File: config.mk
export PLATFORM = sky130hd
export DESIGN_NAME = mux4_rr_arbiter_flat
export DESIGN_NICKNAME = d
export VERILOG_FILES = /design/src/rtl/mux4_arb_pkg.sv /design/src/rtl/mux4_rr_arbiter_if.sv /design/src/rtl/mux4_dp.sv /design/src/rtl/mux4_rr_arbiter.sv /design/src/flat_wrapper.sv
export SDC_FILE = /design/constraint.sdc
export NUM_CORES = 1
export LEC_CHECK = 0
export ABC_AREA = 0
export BUFFER_PORTS_ARGS = -buffer_cell sky130_fd_sc_hd__buf_4
export CORE_MARGIN = 5
export CORE_UTILIZATION = 30
export CTS_BUF_LIST = sky130_fd_sc_hd__clkbuf_2 sky130_fd_sc_hd__clkbuf_4 sky130_fd_sc_hd__clkbuf_8
export DETAILED_ROUTE_END_ITERATION = 7
export PLACE_DENSITY = 0.51
export SLEW_MARGIN = 20
export SYNTH_ARGS = -nofsm -noshare
export SYNTH_HDL_FRONTEND = slang
export SYNTH_SLANG_ARGS = --single-unit
File: constraint.sdc
create_clock -name clk -period 2.2 [get_ports clk]
set_input_delay 0.55 -clock clk [delete_from_list [all_inputs] [get_ports clk]]
set_output_delay 0.55 -clock clk [all_outputs]
set_load 0.02 [all_outputs]
File: src/rtl/mux4_arb_pkg.sv
// mux4_arb_pkg: shared types and helpers for the 4-way
// round-robin arbiter in front of the 4:1 mux datapath.
package mux4_arb_pkg;

  localparam int N_REQ = 4;
  localparam int SEL_W = 2;

  typedef enum logic {
    IDLE,
    BUSY
  } state_t;

  // First set bit of mask, scanning last+1 .. last+4 (mod 4).
  // The final probe wraps back onto last itself.
  function automatic logic [SEL_W-1:0] rr_pick(
    input logic [N_REQ-1:0] mask,
    input logic [SEL_W-1:0] last
  );
    logic [SEL_W-1:0] idx;
    logic             found;
    rr_pick = last;
    found   = 1'b0;
    for (int k = 1; k <= N_REQ; k++) begin
      idx = last + SEL_W'(k);
      if (!found && mask[idx]) begin
        rr_pick = idx;
        found   = 1'b1;
      end
    end
  endfunction

  function automatic logic [N_REQ-1:0] onehot4(
    input logic [SEL_W-1:0] idx
  );
    onehot4 = N_REQ'(1) << idx;
  endfunction

endpackage

File: src/rtl/mux4_rr_arbiter_if.sv
// mux4_rr_arbiter_if: request/data/grant bundle between four
// requesters (master) and the arbiter + mux (slave).
//   req  : per-requester request      d0..d3 : requester data
//   gnt  : one-hot grant              sel    : mux select {s1,s0}
//   o    : selected data (0 if idle)  vld    : grant active
interface mux4_rr_arbiter_if #(
  parameter int DW = 1
);
  import mux4_arb_pkg::*;

  logic [N_REQ-1:0] req;
  logic [DW-1:0]    d0;
  logic [DW-1:0]    d1;
  logic [DW-1:0]    d2;
  logic [DW-1:0]    d3;
  logic [N_REQ-1:0] gnt;
  logic [SEL_W-1:0] sel;
  logic [DW-1:0]    o;
  logic             vld;

  modport master (
    output req, d0, d1, d2, d3,
    input  gnt, sel, o, vld
  );

  modport slave (
    input  req, d0, d1, d2, d3,
    output gnt, sel, o, vld
  );

endinterface

File: src/rtl/mux4_dp.sv
// mux4_dp: AND-OR 4:1 data mux with output enable.
// Ports: sel (2b), d0..d3 (DW), en, o = en ? d[sel] : 0.
module mux4_dp #(
  parameter int DW = 1
) (
  input  logic [1:0]    sel,
  input  logic [DW-1:0] d0,
  input  logic [DW-1:0] d1,
  input  logic [DW-1:0] d2,
  input  logic [DW-1:0] d3,
  input  logic          en,
  output logic [DW-1:0] o
);

  logic [3:0] dec;

  // en is folded into the decode so a disabled mux
  // forces every AND leg to zero.
  assign dec[0] = en & ~sel[1] & ~sel[0];
  assign dec[1] = en & ~sel[1] &  sel[0];
  assign dec[2] = en &  sel[1] & ~sel[0];
  assign dec[3] = en &  sel[1] &  sel[0];

  assign o = ({DW{dec[0]}} & d0)
           | ({DW{dec[1]}} & d1)
           | ({DW{dec[2]}} & d2)
           | ({DW{dec[3]}} & d3);

endmodule

File: src/rtl/mux4_rr_arbiter.sv
// mux4_rr_arbiter: round-robin owner of the 4:1 mux select lines.
// Ports: clk, rst_n (async, active-low), bus (slave modport):
//   req in, d0..d3 in, gnt/sel registered out, vld, o = d[sel]&vld.
module mux4_rr_arbiter
  import mux4_arb_pkg::*;
#(
  parameter int DW       = 1,
  parameter int MAX_HOLD = 4
) (
  input  logic clk,
  input  logic rst_n,
  mux4_rr_arbiter_if.slave bus
);

  localparam logic [3:0] HOLD = 4'(MAX_HOLD);

  state_t           state;
  logic [N_REQ-1:0] gnt;
  logic [SEL_W-1:0] sel;
  logic [SEL_W-1:0] last;
  logic [3:0]       cnt;

  logic [N_REQ-1:0] req;
  logic [N_REQ-1:0] others;
  logic [SEL_W-1:0] pick_all;
  logic [SEL_W-1:0] pick_oth;
  logic             own_req;
  logic             at_max;
  logic             vld;

  assign req      = bus.req;
  assign others   = req & ~gnt;
  assign pick_all = rr_pick(req, last);
  assign pick_oth = rr_pick(others, last);
  assign own_req  = req[sel];
  assign at_max   = (cnt == HOLD);
  assign vld      = |gnt;

  always_ff @(posedge clk or negedge rst_n) begin
    if (!rst_n) begin
      state <= IDLE;
      gnt   <= '0;
      sel   <= '0;
      last  <= 2'd3;
      cnt   <= '0;
    end else begin
      unique case (state)
        IDLE: begin
          if (|req) begin
            gnt   <= onehot4(pick_all);
            sel   <= pick_all;
            last  <= pick_all;
            cnt   <= 4'd1;
            state <= BUSY;
          end
        end
        BUSY: begin
          if (!own_req) begin
            // Owner bit is 0 here, so pick_all
            // already excludes the old owner.
            if (|req) begin
              gnt  <= onehot4(pick_all);
              sel  <= pick_all;
              last <= pick_all;
              cnt  <= 4'd1;
            end else begin
              gnt   <= '0;
              cnt   <= '0;
              state <= IDLE;
            end
          end else if (at_max && |others) begin
            gnt  <= onehot4(pick_oth);
            sel  <= pick_oth;
            last <= pick_oth;
            cnt  <= 4'd1;
          end else if (!at_max) begin
            cnt <= cnt + 4'd1;
          end
        end
        default: state <= IDLE;
      endcase
    end
  end

  assign bus.gnt = gnt;
  assign bus.sel = sel;
  assign bus.vld = vld;

  mux4_dp #(
    .DW(DW)
  ) u_dp (
    .sel (sel),
    .d0  (bus.d0),
    .d1  (bus.d1),
    .d2  (bus.d2),
    .d3  (bus.d3),
    .en  (vld),
    .o   (bus.o)
  );

endmodule
File: src/flat_wrapper.sv
// flat-port wrapper written by rule: the top's interface ports become plain ports
module mux4_rr_arbiter_flat import mux4_arb_pkg::*;
#(
  parameter int DW       = 1,
  parameter int MAX_HOLD = 4
)
  (clk, rst_n, bus_req, bus_d0, bus_d1, bus_d2, bus_d3, bus_gnt, bus_sel, bus_o, bus_vld);
  mux4_rr_arbiter_if #(.DW(DW)) bus_i ();
  input  logic clk;
  input  logic rst_n;
  input wire logic [$bits(bus_i.req)-1:0] bus_req;
  input wire logic [$bits(bus_i.d0)-1:0] bus_d0;
  input wire logic [$bits(bus_i.d1)-1:0] bus_d1;
  input wire logic [$bits(bus_i.d2)-1:0] bus_d2;
  input wire logic [$bits(bus_i.d3)-1:0] bus_d3;
  output wire logic [$bits(bus_i.gnt)-1:0] bus_gnt;
  output wire logic [$bits(bus_i.sel)-1:0] bus_sel;
  output wire logic [$bits(bus_i.o)-1:0] bus_o;
  output wire logic [$bits(bus_i.vld)-1:0] bus_vld;
  assign bus_i.req = bus_req;
  assign bus_i.d0 = bus_d0;
  assign bus_i.d1 = bus_d1;
  assign bus_i.d2 = bus_d2;
  assign bus_i.d3 = bus_d3;
  assign bus_gnt = bus_i.gnt;
  assign bus_sel = bus_i.sel;
  assign bus_o = bus_i.o;
  assign bus_vld = bus_i.vld;
  mux4_rr_arbiter #(.DW(DW), .MAX_HOLD(MAX_HOLD)) u_core (.clk(clk), .rst_n(rst_n), .bus(bus_i));
endmodule
==> results_dict.tcl, run 1 <==
set metrics [dict create \
    outcome "finished, final reports clean" \
    hold_violations 0 \
    crit_path_end_kind "output port" \
    dr_wl_met2_mm 1.16 \
    tns_ns 0 \
    cts_tree "yes" \
    p_leak_nw 0.515 \
    wl_met1_mm 1.17 \
    pre_cts_slack_ns 0.131 \
    postSynthCellCount 103 \
    drtPass1Iterations 4 \
    place.gp.congestion 0.802 \
    synth_edf_count 0 \
    grt_pass1_vias 891 \
    setup_viol 0 \
    syn_to_final_growth_pct 24.8 \
    stdcell_count 172 \
    ys_seq_area_share_pct 33.3 \
    vias 922 \
    maxCapViolations 0 \
    place_inst 165 \
    avgRoutedWirePerCell_um 14.6 \
    reg2regPathDepth 5 \
    path_buf_inv 1 \
    port_buffers 17 \
    synth_common_cells "12 x nor2_1, 11 x dfrtp_1, 5 x a21oi_1, 5 x inv_1, 5 x nand2b_1" \
    cts_root_buf "clkbuf_4" \
    clk_latency_ns 0.29 \
    routed_wl_mm 2.51 \
    crit_type "reg2out" \
    finalHoldWorstSlack_ns 0.0885 \
    antenna_found_initial 0 \
    clock_sinks 13 \
    avgViaCountPerCell 5.36 \
    crit_path_cell_trace "or4_4, and2_1, buf_4" \
    rows 20 \
    dp_hpwl_mm 1.83 \
    ant_nets 0 \
    peakVddDrop_uv 452 \
    grt_pass1_wl_mm 4.15 \
    diodes 0 \
    synthFlopType "dfrtp_1" \
    die_y_um 67.3 \
    yosysMostFrequentCell "nor2_1" \
    crit_path_start_kind "flip-flop" \
    regToRegSetupSlack_ns 0.26 \
    grtUsageTotal_pct 12.4 \
    route.met3.wl_um 108 \
    synthArstFlopShare_pct 100 \
    cp.arrival_ns 1.58 \
    fin_nets 141 \
    max_stage_delay_ns 0.56 \
    synth_area_leaders "dfrtp_1 28%, dfstp_2 5.3%, nor2_1 4.6%" \
    tightestPinTransition_ns 0.694 \
    synth_top_cell_area_share_pct 28.0 \
    r2r-start "u_core.bus.gnt[0]" \
    grt-ovfl-total 0 \
    grt_start_max_net_pins 15 \
    drive_above_1_share_pct 30.5 \
    hp-class "in2async" \
    placed_cell_area_um2 1170 \
    synth-seq-cells 13 \
    syn-num-nets 115 \
    fin_crit_ns 2.13 \
    numCtsBuffers 3 \
    drtIter0Drc 84 \
    final_area_um2 1230 \
    syn_area_um2 983 \
    fp.dieW_um 67.3 \
    rsz0062_at_grt "no" \
    h-tree-depth 1 \
    power_density_nw_per_um2 1440 \
    crit_fanout 4 \
    top_layer "met4" \
    drc 0 \
    clockBufferDepth 2 \
    slew_headroom_pct 53.6 \
    worst_path_max_delay_cell "or4_4" \
    critical_path_required_ns 1.65 \
    coreArea_um2 3100 \
    setup_ws_ns 0.0744 \
    finalClockSkew_ns 0.0165 \
    crit_family "simple AND/OR/NAND/NOR gates" \
    avgSynthCellArea_um2 9.55 \
    timing.final.crit_share_pct 96.6 \
    cts.clk_slew.worst_paths_ns 0.10 \
    synth_top_area_cell "dfrtp_1" \
    worstReg2RegEnd "u_core.bus.sel[0]" \
    yosysWarnings 0 \
    start_util_pct 31.7 \
    io_pins 18 \
    hold_buffers 0 \
    die-area_um2 4520 \
    clock.fmax_mhz 470 \
    fillCellCount 327 \
    slew_viol_final 0 \
    synth_cell_types 45 \
]
-- metal layers --
metal	vias to the layer above	GRT usage, %
li1	451	-
met1	444	14.9
met2	21	20.1
met3	6	4.16
met4	0	5.57
met5	-	0
-- repair_timing --
action	4_1_cts	5_1_grt
pin swaps	0	0
setup buffers	0	3
endpoints found under the setup margin	1	1
gates resized for setup	1	1
-- state kept, by name, indices dropped and copies added (netlist names) --
name,count
u_core.bus.gnt,4
u_core.bus.sel,2
u_core.cnt,4
u_core.state,1
u_core.last,2
-- layout by cell type (no fill, tap or decap), drive strengths merged, types with 2 or more instances in the layout --
| cell | n |
|---|---|
| a211oi | 2 |
| a21oi | 7 |
| a22oi | 2 |
| a31oi | 3 |
| a32oi | 2 |
| and2 | 2 |
| buf | 23 |
| clkbuf | 4 |
| dfrtp | 11 |
| dfstp | 2 |
| ha | 2 |
| inv | 5 |
| mux2i | 4 |
| mux4 | 2 |
| nand2 | 5 |
| nand2b | 5 |
| nand3 | 3 |
| nand3b | 3 |
| nor2 | 12 |
| nor2b | 3 |
| o21a | 2 |
| o21ai | 4 |
| o32ai | 3 |
| or3 | 2 |
| or3b | 2 |
-- final cells by class --
type                    count  area, um2  area share, %
repair buffers             23        173           14.1
clock buffers               4       30.0           2.45
flip-flops and latches     13        329           26.8
multi-input cells          83        622           50.7
well taps                  44       55.1           4.49
inverters                   5       18.8           1.53
-- worst register-to-register path, stage by stage, from the launching register on --
cell,delay (ns)
dfrtp_1,0.43
nand2b_1,0.23
o2bb2ai_1,0.15
a221o_1,0.42
o32ai_1,0.49
nor2_1,0.10
-- how the worst max path moves through the flow --
stage	startpoint	endpoint	slack [ns]	cells after the start
floorplan	u_core.bus.sel[0]	u_core.cnt[3]	0.26	6
global placement	bus_req[3]	u_core.bus.sel[0]	0.14	6
detailed placement	bus_req[3]	u_core.cnt[3]	0.13	6
CTS	u_core.bus.gnt[1]	bus_o	0.02	3
global route	u_core.bus.gnt[0]	bus_o	0.01	3
finish	u_core.bus.gnt[0]	bus_o	0.07	3
-- power breakdown --
part	internal (mW)	switching (mW)
registers	0.365	0.157
clock network	0.0827	0.0883
logic	0.517	0.559
-- metrics by stage --
step,util [%],total power [mW]
final,39.6,1.77
after global routing,39.6,1.93
after CTS,38.7,1.74
after detailed placement,37.7,1.55
after global placement,37.7,1.56
after floorplan,-,1.24
-- logic make-up after synthesis --
logic type / share of synthesized area [%]
AND/OR/NAND/NOR: 24.0
AO/OA/AOI/OAI: 27.2
flip-flops: 33.3
buffers and inverters: 3.82
multiplexers: 9.03
adder cells (fa/ha/maj): 2.54
Power figures use the tool's default switching activity.
==> run 2: changes to the inputs <==
--- a/config.mk
+++ b/config.mk
@@ -8,10 +8,10 @@
 export ABC_AREA = 0
 export BUFFER_PORTS_ARGS = -buffer_cell sky130_fd_sc_hd__buf_4
 export CORE_MARGIN = 5
-export CORE_UTILIZATION = 30
+export CORE_UTILIZATION = 50
 export CTS_BUF_LIST = sky130_fd_sc_hd__clkbuf_2 sky130_fd_sc_hd__clkbuf_4 sky130_fd_sc_hd__clkbuf_8
 export DETAILED_ROUTE_END_ITERATION = 7
-export PLACE_DENSITY = 0.51
+export PLACE_DENSITY = 0.76
 export SLEW_MARGIN = 20
 export SYNTH_ARGS = -nofsm -noshare
 export SYNTH_HDL_FRONTEND = slang
==> results_dict.tcl, run 2 (synthesized netlist as in run 1, its figures left out) <==
set metrics [dict create \
    outcome "finished, final reports clean" \
    cts_tree "yes" \
    die_y_um 54.4 \
    hold_violations 0 \
    worstReg2RegEnd "u_core.bus.gnt[2]" \
    clock.fmax_mhz 468 \
    p_comb_share_pct 60.6 \
    numCtsBuffers 3 \
    fp.dieW_um 54.4 \
    tightestPinTransition_ns 0.629 \
    antenna_found_initial 0 \
    finalClockSkew_ns 0.000867 \
    fin_nets 137 \
    internal_power_uw 946 \
    pwr-share-seq_pct 30.1 \
    peakVddDrop_uv 730 \
    clockBufferDepth 2 \
    tns_ns 0 \
    crit_fanout 5 \
    setup_viol 0 \
    drtPass1Iterations 4 \
    coreArea_um2 1920 \
    timing.final.crit_share_pct 97.1 \
    power_switching_uw 784 \
    diodes 0 \
    place_inst 146 \
    port_buffers 17 \
    largestRegisters "u_core.bus.gnt x4, u_core.cnt x4" \
    h-tree-depth 1 \
    grtUsageTotal_pct 17.3 \
    power_density_nw_per_um2 1460 \
    drc 0 \
    stdcell_count 151 \
    die-area_um2 2950 \
    power.total_mw 1.73 \
    final_common_cell "buf_4" \
    crit_path_end_kind "output port" \
    dp_hpwl_mm 1.68 \
    hp-class "in2async" \
    swShare_pct 45.3 \
    p_clk_share_pct 9.4 \
    grt-ovfl-total 0 \
    maxCapViolations 0 \
    vias 881 \
    grt_pass1_vias 855 \
    grt_pass1_wl_mm 3.75 \
    finalHoldWorstSlack_ns 0.106 \
    rsz0062_at_grt "no" \
    clock_sinks 13 \
    cp.arrival_ns 1.59 \
    cts.clk_slew.worst_paths_ns 0.08 \
    reg2regPathDepth 6 \
    grt_start_max_net_pins 15 \
    syn_to_final_growth_pct 20.5 \
    drive_above_1_share_pct 27.4 \
    drtIter0Drc 24 \
    place.gp.congestion 0.882 \
    routed_wl_mm 2.27 \
    fin_crit_ns 2.14 \
    regToRegSetupSlack_ns 0.16 \
    ant_nets 0 \
    clk_latency_ns 0.27 \
    rows 16 \
    crit_path_start_kind "flip-flop" \
    avgViaCountPerCell 5.83 \
    crit_type "reg2out" \
    slew_headroom_pct 58.0 \
    most-common-layout-cells "18 x buf_4, 12 x nor2_1, 10 x dfrtp_1" \
    critical_path_required_ns 1.65 \
    avgRoutedWirePerCell_um 15.0 \
    r2r-start "u_core.bus.sel[0]" \
    start_util_pct 51.2 \
    slew_viol_final 0 \
    p_leak_nw 0.498 \
    io_pins 18 \
    cts_root_buf "clkbuf_4" \
]
## run 2: worst max-delay path by stage
stage / from / end / slack [ns] / cells past startpoint
6_report: u_core.bus.gnt[1] / bus_o / 0.06 / 3
3_5_place_dp: bus_req[1] / u_core.bus.gnt[2] / 0.05 / 6
3_3_place_gp: bus_req[1] / u_core.bus.gnt[2] / 0.14 / 6
4_1_cts: u_core.bus.sel[0] / bus_o / 0.05 / 3
2_1_floorplan: u_core.bus.sel[0] / u_core.cnt[3] / 0.26 / 6
5_1_grt: u_core.bus.gnt[1] / bus_o / 0.0001 / 3
## run 2: what timing repair did
action	CTS	global route
setup endpoints to repair	1	1
buffers inserted	0	1
endpoints found under the hold margin	0	0
hold buffers	0	0
gates resized for setup	1	0
pin swaps	0	0
## run 2: metrics by stage
step | setup WS, ns | instance area [um2] | util (%)
final | 0.0641 | 1180 | 61.7
after global routing | 0.000117 | 1180 | 61.7
after CTS | 0.0452 | 1160 | 60.6
after detailed placement | 0.0530 | 1130 | 59.0
after global placement | 0.142 | 1130 | 59.0
after floorplan | 0.255 | 983 | -
## run 2: layout make-up
class	count	area, um2
inverter	5	18.8
multi-input combinational	83	618
fill	173	737
sequential	13	329
clock buffer	4	30.0
timing repair buffer	19	155
tap	27	33.8
## run 2: critical path, stage by stage (launching register included)
cell and delay [ns]:
dfrtp_1 0.44, or4_1 0.56, and2_1 0.16, buf_4 0.15
## run 2: power groups by stage
stage	logic, mW	registers [mW]	clock network [mW]
after floorplan	0.719	0.526	0
after global placement	0.976	0.520	0
after detailed placement	0.997	0.528	0
after CTS	1.00	0.525	0.166
after global routing	1.16	0.541	0.180
final	1.05	0.520	0.162
## run 2: routing by layer
layer	track usage [%]	up-vias	share of wire, %
met5	0	-	0
met1	22.8	411	46
met2	29.7	21	48
met4	3.73	0	0.62
met3	2.72	2	5.0
li1	-	447	-
